### src/rtl/irq_encoder.sv
// Purpose : registered priority encoder; edge-latches request lines into a pending set and offers one masked index at a time.
// Latency : request before edge k sets oPND after edge k, and the offer (oVLD=1) appears after edge k+1; all outputs are registered.
// Backpressure: an offer holds oVLD/oSEL frozen until iACK; ack is followed by at least one oVLD=0 cycle before the next offer.
// Optional: define IRQ_ENCODER_ROTATE_EN for round-robin priority; otherwise the highest index wins.
module irq_encoder #(
    parameter int SEL_SIZE = 3,
    parameter int ONE_COLD = 0,
    localparam int REQ_SIZE = 2 ** SEL_SIZE
) (
    input  logic                iCLK,
    input  logic                iRST,
    input  logic [REQ_SIZE-1:0] iREQ,
    input  logic [REQ_SIZE-1:0] iMSK,
    input  logic                iACK,
    output logic                oVLD,
    output logic [SEL_SIZE-1:0] oSEL,
    output logic [REQ_SIZE-1:0] oPND
);

    typedef enum logic {
        IDLE  = 1'b0,
        OFFER = 1'b1
    } state_t;

    state_t              state;
    logic [REQ_SIZE-1:0] req;
    logic [REQ_SIZE-1:0] msk;
    logic [REQ_SIZE-1:0] req_prev;
    logic [REQ_SIZE-1:0] rise;
    logic [REQ_SIZE-1:0] clr;
    logic [REQ_SIZE-1:0] eligible;
    logic [SEL_SIZE-1:0] win;
    logic                ack_take;

    // Internally everything is active-high; 1-cold inputs are inverted once here.
    assign req = (ONE_COLD != 0) ? ~iREQ : iREQ;
    assign msk = (ONE_COLD != 0) ? ~iMSK : iMSK;

    assign rise     = req & ~req_prev;
    assign ack_take = (state == OFFER) && iACK;
    assign clr      = ack_take ? (REQ_SIZE'(1) << oSEL) : '0;
    // Mask only gates eligibility; pending bits survive while masked.
    assign eligible = oPND & ~msk;

`ifdef IRQ_ENCODER_ROTATE_EN
    logic [SEL_SIZE-1:0] last_grant;

    // Round-robin: search downward starting just below the last granted index, wrapping at zero.
    always_comb begin
        logic                found;
        logic [SEL_SIZE-1:0] idx;
        win   = '0;
        found = 1'b0;
        idx   = '0;
        for (int i = 1; i <= REQ_SIZE; i++) begin
            idx = last_grant - SEL_SIZE'(i);
            if (!found && eligible[idx]) begin
                win   = idx;
                found = 1'b1;
            end
        end
    end

    // Remember which index was last serviced so the search starts below it next time.
    always_ff @(posedge iCLK) begin
        if (iRST) begin
            last_grant <= SEL_SIZE'(REQ_SIZE - 1);
        end else if (ack_take) begin
            last_grant <= oSEL;
        end
    end
`else
    // Fixed priority: the highest eligible index wins (later loop iterations override).
    always_comb begin
        win = '0;
        for (int i = 0; i < REQ_SIZE; i++) begin
            if (eligible[i]) begin
                win = SEL_SIZE'(i);
            end
        end
    end
`endif

    // Edge capture, pending bookkeeping and the offer/ack state machine; a new rise beats a same-cycle clear.
    always_ff @(posedge iCLK) begin
        if (iRST) begin
            state    <= IDLE;
            oVLD     <= 1'b0;
            oSEL     <= '0;
            oPND     <= '0;
            req_prev <= '0;
        end else begin
            req_prev <= req;
            oPND     <= (oPND & ~clr) | rise;
            case (state)
                IDLE: begin
                    if (|eligible) begin
                        oSEL  <= win;
                        oVLD  <= 1'b1;
                        state <= OFFER;
                    end
                end
                OFFER: begin
                    if (iACK) begin
                        oVLD  <= 1'b0;
                        state <= IDLE;
                    end
                end
                default: begin
                    oVLD  <= 1'b0;
                    state <= IDLE;
                end
            endcase
        end
    end

endmodule

### config.mk
export PLATFORM = sky130hd
export DESIGN_NAME = irq_encoder
export DESIGN_NICKNAME = d
export VERILOG_FILES = /design/src/rtl/irq_encoder.sv
export SDC_FILE = /design/constraint.sdc
export NUM_CORES = 1
export LEC_CHECK = 0
export CAP_MARGIN = 20
export CELL_PAD_IN_SITES_DETAIL_PLACEMENT = 0
export CELL_PAD_IN_SITES_GLOBAL_PLACEMENT = 1
export CORE_MARGIN = 2
export CORE_UTILIZATION = 32
export DETAILED_ROUTE_END_ITERATION = 12
export PLACE_DENSITY = 0.83
export SLEW_MARGIN = 20
export SYNTH_ARGS = -nofsm -noshare
export SYNTH_HDL_FRONTEND = slang
export SYNTH_SLANG_ARGS = --single-unit
### constraint.sdc
create_clock -name iCLK -period 1.4 [get_ports iCLK]
set_input_delay 0.28 -clock iCLK [delete_from_list [all_inputs] [get_ports iCLK]]
set_output_delay 0.28 -clock iCLK [all_outputs]
set_load 0.02 [all_outputs]
==> summary.md <==
| Metric | Value |
|---|---|
| Wire per inst | `13.0 um` |
| Layout cell share with drive strength beyond 1 | `0.182` |
| CTS Buffer Depth | `2` |
| Ys async rst share | `0` |
| WP buf/inv | `1` |
| GRT Overall Usage | `0.148` |
| Clock Sink Count | `21` |
| Peak VDD IR | `0.000591 V` |
| Part of the Yosys area used for sequential elements | `0.479` |
| Syn nets | `111` |
| Sink of the worst hold path | `oPND[3]` |
| Synth top area share | `0.479` |
| Post-CTS setup buffer count | `0` |
| First-pass GRT wire length | `3640 um` |
| Run status | `finished, final reports clean` |
| Initial DRC count | `10` |
| Delay-heaviest family, CP | `buffers and inverters` |
| Pre-antenna DRT Iters | `2` |
| Die footprint | `roughly 0.0032 mm^2` |
| Crit path DAT | `1.56 ns` |
| RSZ-0062 raised after global routing | `false` |
| Final worst slack | `roughly 0.04 ns` |
| Site Rows | `18` |
| Top-level I/O count | `31` |
| RR Endpoint | `oSEL[1]` |
| Area growth syn-to-layout | `52.1%` |
| Syn. warnings | `0` |
| Kind of critical path | `input pin to flip-flop` |
| Register Area | `423 um^2` |
| Worst setup SP type | `input pin` |
| Initial core utilization | `0.345` |
| RR Startpoint | `oPND[2]` |
| CTS buffer count | `3` |
| Leakage power | `0.565 nW` |
| Crit path max fanout | `3` |
| Yosys reg bits | `21` |
| Synth top cells by count | `21 x dfxtp_1, 16 x nand2b_1, 11 x nor2b_1, 9 x a21oi_1, 6 x o21ai_0` |
| Mean Syn Cell Area | `9.53 um^2` |
| Synthesized instance count | `92` |
| Hold Path Stages | `2` |
| Hold/Removal Path Class | `flip-flop to flip-flop` |
| Post-synth cell types | `27` |
| Final Max Tran Viols | `0` |
| R2R depth | `4` |
| Vias in the first global route | `between 800 and 900` |
| Initial antenna violation count | `0` |
| H-tree Lvls | `1` |
| Die X | `about 56 um` |
| Maximum capacitance violations | `0` |
| Worst slack at placement | `-0.332 ns` |
| Via Count | `817` |
| Port buffer count | `30` |
| Fillers | `256` |
| Clock Skew | `0.00765 ns` |
| Chip height | `56.4 um` |
| DRC | `0` |
| CTS tree | `built` |
| Fin Setup TNS | `0 ns` |
| RD Place Congestion | `0.844` |
| Setup-failing EPs final | `0` |
| Reg2reg setup slack | `around 0.060 ns` |
| Worst path max stage delay | `0.41 ns` |
| Slew headroom | `0.770` |
| Total congestion overflow | `0` |
| Tightest Pin Transition | `0.345 ns` |
| Multi-input logic area | `~450 um^2` |
| Vias/cell | `4.89` |
| PD cells | `998 mW/mm^2` |
| Total power draw | `1.33 mW` |
| Reg clk slew, reported paths | `0.12 ns` |
| Post-Syn Area | `877 um^2` |
| CORE AREA | `0.00254 mm^2` |
| Critical-path cell list | `clkdlybuf4s50_1 > nand2b_1 > and4bb_4 > a21oi_4 > mux2_4` |
| Ant diodes | `0` |
| Main synth FF type | `dfxtp_1` |
| Critical Path End Type | `flip-flop` |
| Max Clk Rate | `735 MHz` |
| ANT nets after route | `0` |
| Final Hold Viols | `0` |
| Pin count of the biggest net entering global routing | `13` |
| Final min period | `around 1.4 ns` |
| Slowest cell on crit path | `clkdlybuf4s50_1` |
| WP data required | `between 1.5 and 2 ns` |
| Number of flops mapped to enable cells by yosys | `0` |
| Clock insertion delay at the later pin of the skew report | `0.30 ns` |
| Hold slack | `0.485 ns` |
| Final period util | `0.971` |
| Top-count cell post-synth | `dfxtp_1` |
| Post-synth top area cell | `dfxtp_1` |
| Hold path startpoint | `req_prev[3]` |
| Post-Route WL | `around 2200 um` |
| Nets@finish | `157` |
| HPWL Detailed | `1700 um` |
| CTS Root Cell | `clkbuf_4` |
| Dominant cells by area after synthesis | `dfxtp_1 48%, nand2b_1 11%, nor2b_1 7.8%, a21oi_1 5.1%, o21ai_0 3.4%` |
## cell type report
cell class	instances	area share
Multi-Input combinational cell	67	0.338
Sequential cell	21	0.317
Timing Repair Buffer	44	0.295
Tap cell	30	0.0281
Clock buffer	4	0.0197
Inverter	1	0.00281
## sequential cells by signal, indices dropped and copies added, names as in the netlist
register / count
oVLD: 1
req_prev: 8
oPND: 8
oSEL: 3
state: 1
## cells in the final DEF, fill, tap and decap left out, drive strengths merged
| cell | Yosys | layout |
|---|---|---|
| o21bai | 1 | 1 |
| o31ai | 2 | 2 |
| o21ai | 8 | 8 |
| mux2 | 1 | 1 |
| clkdlybuf4s50 | 0 | 17 |
| o32ai | 1 | 1 |
| dfxtp | 21 | 21 |
| nor2b | 12 | 12 |
| inv | 1 | 1 |
| dlymetal6s2s | 0 | 1 |
| a41oi | 1 | 1 |
| clkbuf | 2 | 4 |
| nand2b | 16 | 16 |
| dlygate4sd2 | 0 | 12 |
| a211o | 1 | 1 |
| o21a | 2 | 2 |
| a21oi | 10 | 10 |
| nand3 | 1 | 1 |
| a21boi | 1 | 1 |
| a31oi | 2 | 2 |
| nand3b | 1 | 1 |
| and4 | 1 | 1 |
| and4bb | 1 | 1 |
| o211ai | 1 | 1 |
| and3 | 1 | 1 |
| buf | 1 | 14 |
| nand2 | 3 | 3 |
## per-layer routing
| metal | wire length [um] | vias up | part of all wire | global-route usage |
|---|---|---|---|---|
| met5 | 0 | - | 0 | 0 |
| met4 | 29 | 0 | 0.013 | 0.0714 |
| met3 | 100 | 4 | 0.046 | 0.0323 |
| met2 | 1050 | 21 | 0.48 | 0.245 |
| met1 | 987 | 377 | 0.46 | 0.180 |
| li1 | - | 415 | - | - |
## stage by stage
stage / instances / area, um^2 / util
global route: 167 / 1330 / 0.524
floorplan: 92 / 880 / -
detailed placement: 163 / 1310 / 0.515
finish: 167 / 1330 / 0.524
CTS: 167 / 1330 / 0.522
global placement: 163 / 1310 / 0.515
## kinds of logic after synthesis
logic type	after synthesis	synth area share
AOI/OAI and AO/OA	30	0.211
muxes	1	0.0171
DFF	21	0.479
buffers and inverters	4	0.0185
and+or+nand+nor	36	0.274
## report_power, final
group | internal, mW | switching (mW)
registers | 0.648 | 0.0346
clock network | 0.111 | 0.179
logic | 0.196 | 0.162
## worst register-to-register path: cells and delay by family, from the launching register on
family / cells / cell delay, ns
DFF: 1 / 0.36
muxes: 1 / 0.32
AOI/OAI and AO/OA: 1 / 0.17
and+or+nand+nor: 2 / 0.39
## timing repair
action                     4_1_cts  5_1_grt
hold buffers                     0        0
setup endpoints to repair       13        2
cloned                           0        0
gates resized for setup         13        2
## how the worst max path moves through the flow
| stage | from | end | depth (start not counted) |
|---|---|---|---|
| 6_report | iMSK[1] | oSEL[1] | 5 |
| 5_1_grt | state | oPND[4] | 3 |
| 4_1_cts | iMSK[2] | oSEL[1] | 5 |
| 3_5_place_dp | iMSK[2] | oSEL[1] | 5 |
| 3_3_place_gp | iMSK[2] | oSEL[1] | 5 |
| 2_1_floorplan | oPND[2] | oSEL[1] | 4 |
Power figures use the tool's default switching activity.
